File: src/rtl/pm_pkg.sv
// Shared definitions for the ALU and its downstream accumulation stages.
package pm_pkg;

    // Op-codes decoded by the ALU; DPRO products feed dot_product_acc.
    localparam logic [2:0] ADD  = 3'b000;
    localparam logic [2:0] MUL  = 3'b001;
    localparam logic [2:0] LDR  = 3'b100;
    localparam logic [2:0] STR  = 3'b101;
    localparam logic [2:0] MOV  = 3'b110;
    localparam logic [2:0] DPRO = 3'b111;

    localparam int unsigned DefaultDataW = 32;

    typedef enum logic [1:0] {
        StIdle,
        StAcc,
        StDone
    } acc_state_e;

endpackage

File: src/rtl/sat_trunc.sv
// Signed saturating narrower: clamps an IN_W-bit value into OUT_W bits and flags clamping.
module sat_trunc #(
    parameter int unsigned IN_W  = 48,
    parameter int unsigned OUT_W = 32
) (
    input  logic [IN_W-1:0]  in_data,
    output logic [OUT_W-1:0] out_data,
    output logic             out_ovf
);

    logic [IN_W-OUT_W:0] upper;
    logic                fits;

    // The value fits when every bit from the target sign bit upwards agrees.
    assign upper = in_data[IN_W-1:OUT_W-1];
    assign fits  = (&upper) | ~(|upper);

    always_comb begin
        out_data = in_data[OUT_W-1:0];
        out_ovf  = 1'b0;
        if (!fits) begin
            out_ovf  = 1'b1;
            out_data = in_data[IN_W-1] ? {1'b1, {(OUT_W-1){1'b0}}}
                                       : {1'b0, {(OUT_W-1){1'b1}}};
        end
    end

endmodule

File: src/rtl/dot_product_acc.sv
// Sums vec_len signed ALU products and presents the saturated result on a valid/ready port.
module dot_product_acc
    import pm_pkg::*;
#(
    parameter int unsigned DATA_W = DefaultDataW,
    parameter int unsigned ACC_W  = 48,
    parameter int unsigned LEN_W  = 8
) (
    input  logic              clk,
    input  logic              rst,
    input  logic              start,
    input  logic [LEN_W-1:0]  vec_len,
    input  logic              abort,
    input  logic              in_valid,
    output logic              in_ready,
    input  logic [DATA_W-1:0] in_data,
    output logic              out_valid,
    input  logic              out_ready,
    output logic [DATA_W-1:0] out_data,
    output logic              out_ovf,
    output logic              busy
);

    acc_state_e         state_q, state_d;
    logic [ACC_W-1:0]   acc_q, acc_d;
    logic [LEN_W-1:0]   cnt_q, cnt_d;
    logic [ACC_W-1:0]   in_sext;

    assign in_sext = {{(ACC_W-DATA_W){in_data[DATA_W-1]}}, in_data};

    always_ff @(posedge clk) begin
        if (rst) begin
            state_q <= StIdle;
            acc_q   <= '0;
            cnt_q   <= '0;
        end else begin
            state_q <= state_d;
            acc_q   <= acc_d;
            cnt_q   <= cnt_d;
        end
    end

    always_comb begin
        state_d = state_q;
        acc_d   = acc_q;
        cnt_d   = cnt_q;
        unique case (state_q)
            StIdle: begin
                if (start) begin
                    acc_d   = '0;
                    cnt_d   = vec_len;
                    state_d = (vec_len == '0) ? StDone : StAcc;
                end
            end
            StAcc: begin
                // A beat coinciding with abort is dropped along with the operation.
                if (abort) begin
                    acc_d   = '0;
                    cnt_d   = '0;
                    state_d = StIdle;
                end else if (in_valid) begin
                    acc_d = acc_q + in_sext;
                    cnt_d = cnt_q - LEN_W'(1);
                    if (cnt_q == LEN_W'(1)) begin
                        state_d = StDone;
                    end
                end
            end
            StDone: begin
                if (abort) begin
                    acc_d   = '0;
                    cnt_d   = '0;
                    state_d = StIdle;
                end else if (out_ready) begin
                    state_d = StIdle;
                end
            end
            default: state_d = StIdle;
        endcase
    end

    always_comb begin
        in_ready  = (state_q == StAcc);
        out_valid = (state_q == StDone);
        busy      = (state_q == StAcc) || (state_q == StDone);
    end

    sat_trunc #(
        .IN_W  (ACC_W),
        .OUT_W (DATA_W)
    ) u_sat_trunc (
        .in_data  (acc_q),
        .out_data (out_data),
        .out_ovf  (out_ovf)
    );

endmodule
File: config.mk
export PLATFORM = sky130hd
export DESIGN_NAME = dot_product_acc
export DESIGN_NICKNAME = d
export VERILOG_FILES = /design/src/rtl/pm_pkg.sv /design/src/rtl/sat_trunc.sv /design/src/rtl/dot_product_acc.sv
export SDC_FILE = /design/constraint.sdc
export NUM_CORES = 1
export LEC_CHECK = 0
export CAP_MARGIN = 5
export CORE_ASPECT_RATIO = 1.4
export CORE_MARGIN = 2
export CORE_UTILIZATION = 40
export CTS_CLUSTER_DIAMETER = 200
export DETAILED_ROUTE_END_ITERATION = 7
export PLACE_DENSITY = 0.66
export SLEW_MARGIN = 10
export SYNTH_ARGS = -nofsm -noshare
export SYNTH_HDL_FRONTEND = slang
export SYNTH_SLANG_ARGS = --single-unit
File: constraint.sdc
create_clock -name clk -period 5 [get_ports clk]
set_input_delay 1 -clock clk [delete_from_list [all_inputs] [get_ports clk]]
set_output_delay 1 -clock clk [all_outputs]
set_load 0.05 [all_outputs]
Word level (Yosys, flattened, before mapping)
Index checks and enable logic that the tools add are counted.
Widths: inputs -> output; s select.

cells by class
  equal/unequal tests = 8
  bitwise operators = 2
  add/sub/neg operators = 2
  muxes and demuxes = 21
  reduce and logical (&&, ||, !) cells = 8

operators with widths
  cell                 count
  $mux 48              4
  $pmux 48 s3          1
  $mux 32              2
  $add 48x48->48       1
  $mux 8               4
  $pmux 8 s3           1
  $reduce_and 17->1    1
  $reduce_or 17->1     1
  $mux 2               7
  $eq 8x1->1 const B   1
  $logic_not 8->1      1
  $reduce_and 4->1     2
  $sub 8x1->8 const B  1
  $ne 3x2->1 const B   2
  $pmux 2 s3           1
  $ne 2x2->1 const B   2
  $ne 3x3->1 const B   1
  $reduce_bool 3->1    1
  $eq 2x1->1 const B   1
  $eq 2x2->1 const B   1
  $logic_not 2->1      1
  $logic_or 1x1->1     1
  $mux 1               1
  $not 1->1            1
  $or 1x1->1           1

word-level totals
  bits of input ports = 46
  register bits = 58

Longest topological paths before layout
  depth after elaboration = 5
  gate-level depth with buffers = 12
  gate-level depth less buffers = 12

Hierarchy
From an unflattened synthesis, not the netlist that was laid out.

unflattened totals
  cells, all modules = 702
  area total of the unflattened synthesis = 5425.2 um^2

modules (own cells, without submodules)
  module           seq. area each (um^2)  cells an instance  instances  area each (um^2)
  dot_product_acc  1161.1                 651                1          5002.3
  sat_trunc        0.0                    51                 1          422.9

Worst setup path before layout
OpenSTA, ideal clock, no wires.

  kind = input to register
  start = input port in_data[0]
  end = register acc_q[44]
  arrival = 3.639 ns
  required time = 4.883 ns
  stages = 12
  slack = 1.245 ns
  setup time = 0.117 ns
  cells stage by stage = ha_1 -> fa_1 -> a21o_1 -> and4_1 -> o211ai_1 -> a21oi_1 -> o31ai_2 -> o21ai_1 -> a31o_2 -> a41o_1 -> xor2_1 -> a22o_1

on the way
  word-level cells in the longest chain between the ends = 4

ends and longest elaborated chain
  what                  line                   RTL
  start, declared       dot_product_acc.sv:16  input logic [DATA_W-1:0] in_data,
  $add 48x48->48        dot_product_acc.sv:62  acc_d = acc_q + in_sext;
  $mux 48               dot_product_acc.sv:61  end else if (in_valid) begin
  $mux 48               dot_product_acc.sv:57  if (abort) begin
  $pmux 48 s3           dot_product_acc.sv:47  unique case (state_q)
  end signal, assigned  dot_product_acc.sv:34  acc_q <= '0;
  end signal, assigned  dot_product_acc.sv:38  acc_q <= acc_d;
  end, declared         dot_product_acc.sv:25  logic [ACC_W-1:0] acc_q, acc_d;

Every way passes these cells. The select of a mux whose other input is x is not followed.
A chain may end at the register's enable or synchronous reset.

Final worst setup path
  start = input port in_data[0]
  end = register acc_q[40]

Same word-level chain as after synthesis.

==> results.cfg <==
[setup_path]
path_cells = clkdlybuf4s50_1 -> ha_1 -> fa_1 -> a21o_1 -> and4_1 -> o211ai_1 -> a21oi_1 -> o31ai_2 -> o22ai_1 -> o21ai_0 -> o21ai_0 -> xor2_1 -> a22o_1
cp_num_buf_inv = 1
crit_path_max_fanout = 5
required_ps = 5220
cp-end-kind = flip-flop
critical_path.most_common_cell = o21ai_0
max_stage_delay_ps = 450
crit_path_start_kind = input pin
cp.arrival_ps = 4510
worst-setup-path-type = in2reg
cp_top_family = compound AO/OA/AOI/OAI gates
cpMaxStageDelayCell = o31ai_2

[timing]
finalSetupViolCount = 0
fin_setup_tns_ps = 0
clock_skew_ps = 5.176
hold_violations = 0
drv_slew = 0
slew_headroom_pct = 43.29
finalCriticalPeriod_ps = 4291
fin_crit_sh_pct = 85.83
timing.hold.ws_ps = 478.9
max_freq_mhz = 233.0
rsz0062_at_grt = no
worst_slew_pin_slew_ps = 848.0

[global_route]
grt_usage_pct = 21.10
grt_pass1_vias = 5256
antenna_found_initial = 0
grt.met3_usage_pct = 3.084
use_met1_pct = 24.61
grt_use_met2_pct = 38.48
grt_pass1_wl_um = 24200
grt.overflow.total = 0
busiest_layer = met2
grt_max_degree = 33

[run_status]
status = finished clean

[logic_synthesis]
syn_area_mm2 = 0.005134
synthFlopType = dfxtp_1
ys_types = 64
synthArstFlopShare_pct = 0
synth_edf_count = 0
yosysSeqAreaShare_pct = 22.62
yosys_warnings = 0
syn-num-nets = 761
synthCells = 661
avgSynthCellArea_um2 = 7.767
synth-seq-cells = 58

[clock_tree]
cts.sinks = 58
cts_setup_buffers = 0
clock_latency_ps = 330
cts_buffer_depth = 2
ctsResizeCount = 0
cts_hold_buf = 0
path_clk_slew_ps = 50
htreeDepth = 3
cts_tree = done
numCtsBuffers = 9
cts_root_buf = clkbuf_16

[hold_path]
hp-class = reg2reg

[floorplan]
start_util_pct = 40.45
row_count = 49
core_area_mm2 = 0.01269
die-area_mm2 = 0.01377
die_h_um = 138.0
fp.dieW_um = 99.75
ios = 82

[place]
placed_cell_area_mm2 = 0.006110
port_buffers = 81
place.detailed.hpwl_um = 10970
gp_congestion = 0.8787

[cells_and_area]
syn_to_final_growth_pct = 24.91
drive_above_1_share_pct = 5.556
layout.nets = 833
diodes = 0
fillers = 1231
stdcell_area_mm2 = 0.006412

[routing]
drtIter0Drc = 215
vias = 5214
firstDrtPassIters = 5
ant_nets = 0
wl_um = 14460
routed_via_density = 5.852
wl_per_cell_um = 16.22
drc = 0

[flow_run]
drv_cap = 0

[power_and_ir_drop]
leakage_nw = 3.031
pwr_density_cell_mw_per_mm2 = 497.9
ir_drop_mv = 0.3572
## worst reg2reg max path, delay by kind of cell (launching register included)
family	cells	cell delay (ps)
AND/OR/NAND/NOR	1	240
flip-flops	1	320
adder cells (fa/ha/maj)	2	630
AO/OA/AOI/OAI	8	2040
XOR/XNOR	1	160
## final cells by class
class	count	area (um^2)	share of cell area, %
inverters	25	93.84	1.463
flip-flops and latches	58	1161	18.11
clock inverters	7	77.57	1.210
well taps	153	191.4	2.985
multi-input cells	550	3792	59.14
repair buffers	89	870.8	13.58
clock buffers	9	225.2	3.512
## final timing paths
| check | from | to | slack, ps | cells after the start |
|---|---|---|---|---|
| max | in_data[0] | acc_q[40]$_SDFFE_PP0P_ | 710 | 13 |
| min | acc_q[0]$_SDFFE_PP0P_ | acc_q[0]$_SDFFE_PP0P_ | 480 | 2 |
| max reg2reg | acc_q[0]$_SDFFE_PP0P_ | acc_q[40]$_SDFFE_PP0P_ | 1490 | 12 |
| min reg2reg | acc_q[0]$_SDFFE_PP0P_ | acc_q[0]$_SDFFE_PP0P_ | 480 | 2 |
## Yosys cell counts, drive strengths merged (6+ instances only)
master | instances | share of area (%)
o21bai | 6 | 0.88
clkbuf | 27 | 2.0
nand2 | 43 | 3.1
xor2 | 22 | 3.8
a22o | 18 | 3.1
nor3 | 12 | 1.2
nand3 | 17 | 1.8
inv | 25 | 1.8
nor4 | 9 | 1.2
a21o | 60 | 8.8
nand4 | 13 | 1.6
o21ai | 35 | 3.4
nand2b | 7 | 0.85
a21oi | 61 | 6.0
xnor2 | 20 | 3.4
ha | 53 | 13
o22ai | 6 | 0.73
dfxtp | 58 | 23
nor2b | 6 | 0.73
nor2 | 67 | 4.9
a22oi | 21 | 3.1
or3 | 6 | 0.76
## sequential cells by signal, summed over array words and instances, names as in the netlist
name,count
state_q,2
cnt_q,8
acc_q,48
## power by group
group          switching, mW  internal, mW
Sequential            0.0494         0.508
Clock                  0.240         0.390
Combinational           1.32         0.687
## cells in the final DEF (no fill, tap or decap), types with 6 or more instances in the layout
cell type	Yosys	final
ha_1	53	53
xor2_1	22	22
nor2_1	67	66
buf_4	0	8
a21oi_1	60	60
a22oi_1	21	21
nor4_1	8	8
a22o_1	18	18
xnor2_1	20	20
nor3_1	12	12
nand3_1	16	16
o21ai_0	32	32
nor2b_1	6	6
nand4_1	13	13
o22ai_1	6	6
inv_1	25	25
nand2b_1	7	7
nand2_1	43	43
o21bai_1	6	6
clkdlybuf4s50_1	0	81
a21o_1	59	59
dfxtp_1	58	58
clkbuf_16	0	9
## routing by layer
layer | share of wire, % | wire length (um)
met5 | 0 | 0
met4 | 2.5 | 368
met3 | 3.0 | 438
met2 | 52 | 7563
met1 | 42 | 6084
## kinds of logic (layout without fill, tap and decap cells)
kind of cell	after synthesis	in the layout	synth area share [%]
flip-flops	58	58	22.62
multiplexers	1	1	0.1950
AND/OR/NAND/NOR	198	198	18.96
buffers and inverters	53	130	3.900
adder cells (fa/ha/maj)	54	54	13.31
AO/OA/AOI/OAI	255	255	33.85
XOR/XNOR	42	42	7.165
## metrics by stage
step / util (%) / cells / setup slack (ps) / power, mW
global placement: 48.14 / 875 / 449.4 / 2.562
detailed placement: 48.14 / 875 / 375.4 / 2.574
global route: 50.53 / 891 / 540.3 / 3.368
CTS: 50.53 / 891 / 728.8 / 3.219
finish: 50.53 / 891 / 708.6 / 3.193
floorplan: - / 661 / 1245 / 1.961
Note: power is estimated with default switching activity, not from simulation.
